--- src/rtl/echo_request_deserializer.sv ---
// Rebuilds say(meth, v) calls from the host request word stream.
// Malformed or unknown messages are drained and counted.
module echo_request_deserializer #(
  parameter int unsigned SAY_METHOD_ID   = 0,
  parameter int unsigned SAY_PAYLOAD_LEN = 2,
  parameter int unsigned ERR_W           = 8
) (
  input  logic             CLK,
  input  logic             RST,
  input  logic             pipe_enq__ENA,
  input  logic [31:0]      pipe_enq_v,
  output logic             pipe_enq__RDY,
  output logic             say__ENA,
  output logic [31:0]      say_meth,
  output logic [31:0]      say_v,
  input  logic             say__RDY,
  output logic [ERR_W-1:0] err_count,
  output logic             busy
);

  typedef enum logic [2:0] {
    HDR, PAY0, PAY1, HOLD, DISCARD
  } state_t;

  localparam logic [15:0] SAY_ID  = 16'(SAY_METHOD_ID);
  localparam logic [15:0] SAY_LEN = 16'(SAY_PAYLOAD_LEN);

  state_t      state;
  state_t      hdr_state;
  logic [15:0] remaining;
  logic [15:0] hdr_id;
  logic [15:0] hdr_len;
  logic        hdr_say;
  logic        hdr_xfer;
  logic        wx;
  logic        sx;
  logic        err_sat;

  assign pipe_enq__RDY = !RST &&
    ((state == HOLD) ? say__RDY : 1'b1);
  assign wx      = pipe_enq__ENA && pipe_enq__RDY;
  assign sx      = say__ENA && say__RDY;
  assign busy    = (state != HDR);
  assign hdr_id  = pipe_enq_v[31:16];
  assign hdr_len = pipe_enq_v[15:0];
  assign hdr_say = (hdr_id == SAY_ID) && (hdr_len == SAY_LEN);
  assign err_sat = &err_count;

  // In HOLD a word can only move when the say transfer also happens,
  // so the header decode is shared between HDR and HOLD.
  assign hdr_xfer = wx && ((state == HDR) || (state == HOLD));

  always_comb begin
    hdr_state = DISCARD;
    if (hdr_say)
      hdr_state = PAY0;
    else if (hdr_len == 16'd0)
      hdr_state = HDR;
  end

  always_ff @(posedge CLK) begin
    if (RST) begin
      state     <= HDR;
      say__ENA  <= 1'b0;
      say_meth  <= '0;
      say_v     <= '0;
      err_count <= '0;
      remaining <= '0;
    end else begin
      unique case (state)
        HDR, HOLD: begin
          if (state == HOLD && sx)
            say__ENA <= 1'b0;
          if (hdr_xfer) begin
            state     <= hdr_state;
            remaining <= hdr_len;
          end else if (state == HOLD && sx) begin
            state <= HDR;
          end
        end
        PAY0: begin
          if (wx) begin
            say_meth <= pipe_enq_v;
            state    <= PAY1;
          end
        end
        PAY1: begin
          if (wx) begin
            say_v    <= pipe_enq_v;
            say__ENA <= 1'b1;
            state    <= HOLD;
          end
        end
        DISCARD: begin
          if (wx) begin
            remaining <= remaining - 16'd1;
            if (remaining == 16'd1)
              state <= HDR;
          end
        end
        default: state <= HDR;
      endcase
      if (hdr_xfer && !hdr_say && !err_sat)
        err_count <= err_count + 1'b1;
    end
  end

endmodule

--- config.mk ---
export PLATFORM = sky130hd
export DESIGN_NAME = echo_request_deserializer
export DESIGN_NICKNAME = d
export VERILOG_FILES = /design/src/rtl/echo_request_deserializer.sv
export SDC_FILE = /design/constraint.sdc
export NUM_CORES = 1
export LEC_CHECK = 0
export BUFFER_PORTS_ARGS = -buffer_cell sky130_fd_sc_hd__buf_4
export CAP_MARGIN = 20
export CORE_AREA = 2 2 92 94
export CTS_CLUSTER_SIZE = 16
export DETAILED_ROUTE_END_ITERATION = 7
export DIE_AREA = 0 0 94 96
export GPL_ROUTABILITY_DRIVEN = 1
export PLACE_DENSITY = 0.83
export SLEW_MARGIN = 20
export SYNTH_ARGS = -nofsm -noshare
export SYNTH_HDL_FRONTEND = slang
export SYNTH_SLANG_ARGS = --single-unit
--- constraint.sdc ---
create_clock -name CLK -period 2.6 [get_ports CLK]
set_input_delay 0.52 -clock CLK [delete_from_list [all_inputs] [get_ports CLK]]
set_output_delay 0.52 -clock CLK [all_outputs]
set_load 0.03 [all_outputs]
Yosys cells after proc, flatten, opt, wreduce, memory -nomap -nowiden
Cells that the tools add are included.
Word-level totals
  register bits after elaboration: 92
  word-level logic and storage cells: 62
Operators by class
  muxes and demuxes: 16
  reductions and logical operators: 25
  equal/unequal tests: 13
  $add $sub $neg: 2
Operator list (count)
  zero test 16 bit: 2
  two-way mux 16 bit: 2
  one-hot mux 16 bit (2 select lines): 1
  two-way mux 3 bit: 8
  equality test 16 x 1 -> 1 bit, second input constant: 1
  equality test 16 x 2 -> 1 bit, second input constant: 1
  subtractor 16 x 1 -> 16 bit, second input constant: 1
  inequality test 2 bit, second input constant: 6
  one-hot mux 3 bit (4 select lines): 1
  adder 8 x 1 -> 8 bit, second input constant: 1
  logical AND 1 bit: 8
  AND reduction 8 bit: 1
  equality test 3 x 2 -> 1 bit, second input constant: 2
  AND reduction 3 bit: 2
  AND reduction 5 bit: 1
  AND reduction 2 bit: 2
  nonzero test 2 bit: 2
  equality test 3 x 1 -> 1 bit, second input constant: 1
  equality test 3 bit, second input constant: 1
  zero test 1 bit: 3
  zero test 3 bit: 1
  two-way mux 1 bit: 3
  inequality test 3 bit, second input constant: 1
  nonzero test 3 bit: 1
  3 further kinds: 3

Logic depth before layout (Yosys ltp)
Gate-level depths: netlist of run 1.
  depth after elaboration: 7
  mapped depth: 8
  gate-level depth less buffers: 7

Worst setup path after synthesis of run 1
Ideal clock, no wire load.
  kind: input to output
  from: input port RST
  to: output port pipe_enq__RDY
  stages: 4
  data arrival time: 1.501 ns
  path buffers: 3
  slack: 0.579 ns
  cells stage by stage: clkbuf_1 -> clkbuf_1 -> clkbuf_1 -> nor2_1
Between the ends
  word-level cells in the longest chain between the ends: 2
Ends and longest elaborated chain
  from (decl): RTL line 9  | input logic RST,
  zero test 1 bit: RTL line 39  | assign pipe_enq__RDY = !RST &&
  logical AND 1 bit: RTL line 39
  to (decl): RTL line 12  | output logic pipe_enq__RDY,
No other way between the ends.

Final worst setup path of run 1
  from: register state[0]
  to: output port pipe_enq__RDY
Between the ends
  word-level cells in the longest chain between the ends: 3
Ends and longest elaborated chain
  from (decl): RTL line 28  | state_t state;
  from (signal assigned): RTL line 75  | state <= hdr_state;
  equality test 3 x 2 -> 1 bit: RTL line 40  | ((state == HOLD) ? say__RDY : 1'b1);
  two-way mux 1 bit: RTL line 40
  logical AND 1 bit: RTL line 39
No other way between the ends.

==> results of run 1 <==
## placed cells by master, fill, tap and decap left out, types with 2 or more instances in the layout
| cell type | instances |
|---|---|
| nor3_2 | 3 |
| or3_1 | 4 |
| nor3b_2 | 2 |
| nand4_1 | 4 |
| ha_1 | 3 |
| inv_1 | 6 |
| nor2_1 | 18 |
| nor4_1 | 6 |
| buf_4 | 118 |
| dfxtp_1 | 92 |
| a221oi_1 | 7 |
| a31oi_1 | 2 |
| nand3_1 | 13 |
| clkinv_4 | 2 |
| mux2i_1 | 10 |
| a21oi_2 | 2 |
| nor2b_1 | 2 |
| and4_1 | 2 |
| o31ai_1 | 2 |
| or4_1 | 2 |
| nand2_1 | 157 |
| clkbuf_8 | 11 |
| a211oi_1 | 3 |
| and3_1 | 3 |
| o22ai_1 | 4 |
| nor3b_1 | 2 |
| nor3_1 | 6 |
| or2b_1 | 2 |
| o21ai_0 | 16 |
| a21oi_1 | 85 |
## area by class of cell
cell class / instances / area, sq um
fillers: 702 / 2890
multi-input cells: 387 / 2070
flip-flops and latches: 92 / 1840
repair buffers: 118 / 886
clock buffers: 11 / 151
well taps: 105 / 131
clock inverters: 5 / 60.1
inverters: 6 / 22.5
## through the flow
step                total power, mW  instance area, sq um  setup slack (ns)  utilization [%]
global placement               2.00                  4950             0.482             61.4
CTS                            3.00                  5160             0.396             64.1
floorplan                      1.86                  4100             0.579                -
finish                         3.00                  5160             0.410             64.1
global route                   3.12                  5160             0.318             64.1
detailed placement             2.01                  4950             0.405             61.4
## worst max-delay path: cells and delay by family (launching register included)
family / cells / cell delay, ns
flops: 1 / 0.50
simple gates: 2 / 0.63
buf+inv: 1 / 0.19
## kinds of logic (layout without fill, tap and decap cells)
| family | Yosys count | after routing | share of synthesized area, % |
|---|---|---|---|
| AOI/OAI and AO/OA | 136 | 136 | 19.7 |
| adders and majority gates | 3 | 3 | 0.916 |
| buffers and inverters | 41 | 140 | 4.97 |
| DFF | 92 | 92 | 44.9 |
| muxes | 10 | 10 | 2.44 |
| and+or+nand+nor | 238 | 238 | 27.1 |
## state kept, by name, indices dropped and copies added, names as in the netlist
name	cells
say_meth	32
say_v	32
say__ENA	1
remaining	16
state	3
err_count	8
## final timing paths
path / endpoint / depth (start not counted) / start
worst min register to register: say_meth[23]$_SDFFE_PP0P_ / 2 / say_meth[23]$_SDFFE_PP0P_
worst max-delay path: pipe_enq__RDY / 3 / state[0]$_SDFFE_PP0P_
worst min-delay path: say_meth[22]$_SDFFE_PP0P_ / 3 / pipe_enq_v[22]
worst max register to register: remaining[12]$_SDFFE_PP0P_ / 5 / state[2]$_SDFFE_PP0P_
## per-layer routing
| metal | routed length, um | part of all wire, % | global-route usage [%] |
|---|---|---|---|
| met1 | 4710 | 40 | 31.2 |
| met2 | 5790 | 50 | 43.2 |
| met3 | 918 | 7.9 | 6.19 |
| met4 | 258 | 2.2 | 10.5 |
| met5 | 0 | 0 | 0 |
## where the power goes
group | switching [mW] | total, mW | internal (mW)
Clock | 0.513 | 1.01 | 0.499
Combinational | 0.293 | 0.489 | 0.196
Sequential | 0.0502 | 1.50 | 1.45
==> metrics, run 1 <==
status completed; Max-slew headroom 59.2%; FMAX 457 MHz; Max Slew Vio Count 0; Post-synth top cells 157 x nand2_1, 92 x dfxtp_1, 85 x a21oi_1; DRT Pass-1 Iters 4; largest net degree at the start of global routing 62; Post-CTS Setup Bufs 0; Crit path required time 2.08 ns; worst-case clock buffer depth 2; TritonCTS Buffers 9; RD Place Congestion 0.933; synth-to-layout area growth 25.8%; flop-to-flop setup slack 0.44 ns; first-pass GRT wire length 18.3 mm; FFs w/ async S/R, synth 0%; share of cells above drive strength 1 24.9%; vias per cell 5.78; P_leak 1.98 nW; initial antenna violation count 0; Antenna Violating Nets Remaining 0; Post-synth EDFFs 0; hold-fix buffers at CTS 0; endpoints failing hold 0; Placed Instances 708; vias in the first global route 3938; CTS tree built; crit-path max cell delay 0.54 ns; global route total overflow 0; Seq/Total Area, Yosys 44.9%; Clk Tree Root Cell clkbuf_8; Die Footprint 0.00902 sq mm; # setup viols final 0; fin crit share 84.2%; Cell Rows 33; DIE WIDTH 94 um; Slew @ Worst Pin 0.613 ns; Worst VDD drop 0.379 mV; IO Count 111; Starting Density 50.9%; Sink Count 92; non-filler cells, final 724; Synth top area share 44.9%; Post-Syn Area per Cell 7.88 sq um; worst path arrival time 1.67 ns; CP Launch Type flop; Core ar. 0.00805 sq mm; DRC 0; Cell Area, Synth 0.00410 sq mm; hold_ws 0.413 ns; yosys warns 0; power per cell area 582 mW/mm^2; Slowest-stage cell, CP nor4bb_1; Clock Skew 0.0103 ns; n_diodes 0; H-Tree Depth 3; worst hold path class input pin to flop; CP Cell Sequence nor4bb_1, nor2_1, buf_4; post-cts resize count 0; Syn Nets 559; max cap viols 0; fin nets 653; DRT Wirelength 11.7 mm; CTS clk-pin slew, worst paths 0.09 ns; gr usage total 25.5%; Post-Syn Instances 520; CP endpoint kind output port; DP HPWL 8.24 mm; final setup TNS 0 ns; worst-path maximum fanout 9; chip height 96 um; post-DR wirelength/cell 16.1 um; cell with the most instances after synthesis nand2_1; Iter 0 DRT Violations 249; worst skew pair latency 0.36 ns; Synth Flop Type dfxtp_1; crit path time final 2.19 ns; RSZ-0062 raised after global routing no; top post-synthesis cells by area dfxtp_1 45%, nand2_1 14%, a21oi_1 10%; Synth cell types 58; Setup CP Type flop to output port; via count 4183; largest area contributor in the netlist dfxtp_1; #FFs+latches synth 92; PortBufs 110
(Power assumes the default switching activity.)
==> run 2: changes to the inputs <==
Clock period 2.6 ns to 2.19 ns, I/O delays scaled along.
==> run 2 against run 1 <==
Against the previous run:
- worst hold slack got worse by 0.096 ns
- first-iteration DRC count fell by 5.2%
- cell area rose by 0.58%
- clock power rose by 13%
- sequential share of layout area fell by 0.21 points
- count of clock-buffer cells in the layout fell by 2
- utilization rose by 0.37 points
- sequential power rose by 19%
- final cell count fell by 0.14%
- routed wire length fell by 2.6%
- critical path type is now flop to flop
- combinational power rose by 22%
==> metrics, run 2 (synthesis results as in run 1) <==
status completed; Register-to-Register Path Depth 7; PortBufs 110; P_leak 1.97 nW; worst path arrival time 2.28 ns; first-pass GRT wire length 17.6 mm; Worst VDD drop 0.456 mV; DP HPWL 8.04 mm; top flop regs say_meth (32), say_v (32), remaining (16); Sw Share 29.1%; worst-path maximum fanout 6; Slowest-stage cell, CP or4b_4; via count 4096; post-DR wirelength/cell 15.7 um; crit path time final 2.03 ns; Die Footprint 0.00902 sq mm; worst-case clock buffer depth 2; Internal 2.50 mW; Worst Min Path Start RST; CTS clk-pin slew, worst paths 0.09 ns; Cell Rows 33; power per cell area 679 mW/mm^2; CP endpoint kind flop; chip height 96 um; # setup viols final 0; Crit path required time 2.44 ns; FF/Latch Area 0.00184 sq mm; Clock Skew 0.00802 ns; family with the most delay on the worst path simple AND/OR/NAND/NOR gates; Sequential Power Share 50.6%; WP buf/inv 1; worst setup path start remaining[0]$_SDFFE_PP0P_; CTS tree built; hold-fix buffers at CTS 0; Sw Pwr 1.03 mW; most common cell after layout, fill and taps aside nand2_1; endpoints failing hold 0; Iter 0 DRT Violations 236; vias per cell 5.67; Sink Count 92; initial antenna violation count 0; DP Area 0.00497 sq mm; DRT Wirelength 11.4 mm; Multi-input gate area 0.00209 sq mm; Combinational Power Share 17.0%; crit-path max cell delay 0.54 ns; Post-Layout Inst Area 0.00519 sq mm; worst hold path class input pin to flop; worst skew pair latency 0.35 ns; worst r2r src remaining[0]$_SDFFE_PP0P_; share of cells above drive strength 1 24.9%; vias in the first global route 3767; RD Place Congestion 0.846; critical path depth in cells 7; Core ar. 0.00805 sq mm; Clk Tree Root Cell clkbuf_8; post-cts resize count 0; Pwr Total 3.52 mW; DRC 0; max cap viols 0; # fillers 703; synth-to-layout area growth 26.5%; DRT Pass-1 Iters 4; fin nets 653; Antenna Violating Nets Remaining 0; Clk pwr share 32.4%; CP Cell Sequence inv_1, ha_1, or4b_4, nor3_4, nand2_1, mux2i_1, a221oi_1; Slew @ Worst Pin 0.927 ns; TritonCTS Buffers 9; DIE WIDTH 94 um; Setup CP Type flop to flop; FMAX 493 MHz; largest net degree at the start of global routing 91; Max-slew headroom 38.2%; IO Count 111; final setup TNS 0 ns; H-Tree Depth 3; Max Slew Vio Count 0; hold depth 2; n_diodes 0; most frequent cells in the layout 157 x nand2_1, 116 x buf_4, 92 x dfxtp_1; gr usage total 24.5%; global route total overflow 0; RSZ-0062 raised after global routing no; Post-CTS Setup Bufs 0; Starting Density 50.9%; fin crit share 92.7%; CP Launch Type flop
-- run 2: cell types whose count changed in the layout (fill, tap and decap cells not counted), sizes merged --
cell | previous run | this run
clkbuf | 11 | 9
clkinv | 3 | 1
inv | 6 | 8
clkinvlp | 1 | 2
-- run 2: area by class of cell --
type / instances / area share, %
clock inverter: 6 / 1.37
multi-input combinational: 387 / 40.2
clock buffer: 9 / 2.39
inverter: 6 / 0.434
sequential: 92 / 35.5
timing repair buffer: 118 / 17.6
tap: 105 / 2.53
-- run 2: power groups by stage --
stage               registers (mW)  logic [mW]  clock network (mW)
floorplan                     1.83       0.377                   0
global placement              1.81       0.560                   0
detailed placement            1.82       0.576                   0
CTS                           1.78       0.579                1.16
global route                  1.79       0.651                1.22
finish                        1.78       0.599                1.14
-- run 2: path summary, 6_finish.rpt --
| path | end | slack [ns] |
|---|---|---|
| hold / removal | say__ENA$_SDFFE_PP0P_ | 0.32 |
| setup reg to reg | remaining[14]$_SDFFE_PP0P_ | 0.16 |
| setup / recovery | remaining[14]$_SDFFE_PP0P_ | 0.16 |
| hold reg to reg | say_meth[15]$_SDFFE_PP0P_ | 0.46 |
-- run 2: stage by stage --
stage	std cells	setup slack (ns)	utilization, %	hold slack, ns
global placement	708	0.206	61.8	0.443
global route	723	0.00551	64.4	0.301
finish	723	0.160	64.4	0.317
CTS	723	0.0542	64.2	0.303
detailed placement	708	0.145	61.8	0.449
floorplan	520	0.333	-	0.466
-- run 2: metal layers --
layer	global-route usage [%]	vias up	wire length [um]
met2	43.3	168	5750
met5	0	-	0
met1	29.7	1927	4550
met4	8.21	0	190
met3	5.17	17	886
li1	-	1984	-
==> run 3: changes to the inputs <==
Settings changed: RECOVER_POWER set to 25.
==> run 3 against run 2 <==
Against the previous run:
- clock power is essentially flat
- utilization shrank 1.9 points
- worst hold slack lost 0.00075 ns
- sequential cell count is the same
- first-iteration DRC count grew 12%
- sequential power is essentially flat
- fmax shrank 0.47%
==> metrics, run 3 (synthesis results as in run 1) <==
RSZ-0062 raised after global routing no; Crit path required time 1.75 ns; endpoints failing hold 0; met2 wire length 5.65 mm; crit path time final 2.04 ns; Max-slew headroom 38.4%; CTS clk-pin slew, worst paths 0.09 ns; global route total overflow 0; TritonCTS Buffers 9; fin crit share 93.1%; most common cell after layout, fill and taps aside nand2_1; fin nets 653; final setup TNS 0 ns; DRT Wirelength 11.4 mm; FMAX 490 MHz; met3 wire length 870 um; CP Launch Type flop; CP Cell Sequence nor4bb_2, nor2_1, buf_4; crit-path max cell delay 0.51 ns; vias per cell 5.67; worst-path maximum fanout 9; gr usage total 24.5%; Clk Tree Root Cell clkbuf_8; PortBufs 110; worst hold path class input pin to flop; synth-to-layout area growth 22.8%; worst skew pair latency 0.35 ns; vias in the first global route 3767; DIE WIDTH 94 um; Cell Rows 33; # setup viols final 0; Slew @ Worst Pin 0.924 ns; top flop regs say_meth (32), say_v (32), remaining (16); FF/Latch Area 0.00184 sq mm; Internal 2.49 mW; Setup CP Type flop to output port; status completed; most frequent cells in the layout 157 x nand2_1, 92 x dfxtp_1, 85 x a21oi_1; initial antenna violation count 0; max layer used met4; Clock Skew 0.00774 ns; largest net degree at the start of global routing 91; CP endpoint kind output port; Sw Pwr 1.02 mW; Slowest-stage cell, CP dfxtp_1; Core ar. 0.00805 sq mm; via count 4101; RD Place Congestion 0.846; chip height 96 um; Sink Count 92; n_diodes 0; DRC 0; first-pass GRT wire length 17.6 mm; Sw Share 29.2%; DP HPWL 8.04 mm; share of cells above drive strength 1 18.3%; Multi-input gate area 0.00209 sq mm; Die Footprint 0.00902 sq mm; # fillers 750; Max Slew Vio Count 0; Antenna Violating Nets Remaining 0; M1 wire length 4.68 mm; hold-fix buffers at CTS 0; IO Count 111; Worst VDD drop 0.456 mV; Combinational Power Share 16.8%; worst-case clock buffer depth 2; Iter 0 DRT Violations 265; DRT Pass-1 Iters 5; power per cell area 698 mW/mm^2; post-DR wirelength/cell 15.8 um; worst path arrival time 1.60 ns; max cap viols 0; P_leak 1.80 nW; Starting Density 50.9%; H-Tree Depth 3; Pwr Total 3.51 mW; Sequential Power Share 50.7%; Clk pwr share 32.5%; CTS tree built
## run 3: area by class of cell
type / count / area share, %
clock buffers: 9 / 2.46
well taps: 105 / 2.61
clock inverters: 6 / 1.42
multi-input cells: 387 / 41.5
inverters: 6 / 0.447
repair buffers: 118 / 15.0
flip-flops and latches: 92 / 36.6
## run 3: worst paths after layout
| path | start | to | slack (ns) | cells past startpoint |
|---|---|---|---|---|
| hold / removal | RST | say__ENA$_SDFFE_PP0P_ | 0.32 | 2 |
| setup / recovery | state[0]$_SDFFE_PP0P_ | pipe_enq__RDY | 0.15 | 3 |
| hold reg to reg | say_meth[15]$_SDFFE_PP0P_ | say_meth[15]$_SDFFE_PP0P_ | 0.46 | 2 |
| setup reg to reg | remaining[0]$_SDFFE_PP0P_ | remaining[14]$_SDFFE_PP0P_ | 0.16 | 7 |
## run 3: stage by stage
| step | setup slack, ns | cell area (sq um) | util [%] | std cells | hold WS (ns) |
|---|---|---|---|---|---|
| floorplan | 0.333 | 4100 | - | 520 | 0.466 |
| global placement | 0.206 | 4970 | 61.8 | 708 | 0.443 |
| detailed placement | 0.145 | 4970 | 61.8 | 708 | 0.449 |
| CTS | 0.0542 | 5170 | 64.2 | 723 | 0.303 |
| global route | 0.00551 | 5030 | 62.5 | 723 | 0.301 |
| finish | 0.150 | 5030 | 62.5 | 723 | 0.316 |
## run 3: worst max-delay path, delay by kind of cell, from the launching register on
kind	cells	cell delay, ns
buffers and inverters	1	0.18
DFF	1	0.51
and+or+nand+nor	2	0.55
## run 3: timing repair
action	in CTS	in global routing
setup endpoints to repair	0	2
setup buffers	0	0
resized for setup	0	3
## run 3: per-layer routing
metal	up-vias	GRT usage, %
li1	1984	-
met1	1927	29.7
met2	169	43.3
met3	21	5.17
met4	0	8.21
met5	-	0
## run 3: power groups by stage
stage	Clock (mW)	Combinational (mW)	Sequential, mW
global placement	0	0.560	1.81
CTS	1.16	0.579	1.78
global route	1.22	0.643	1.79
finish	1.14	0.592	1.78
floorplan	0	0.377	1.83
detailed placement	0	0.576	1.82
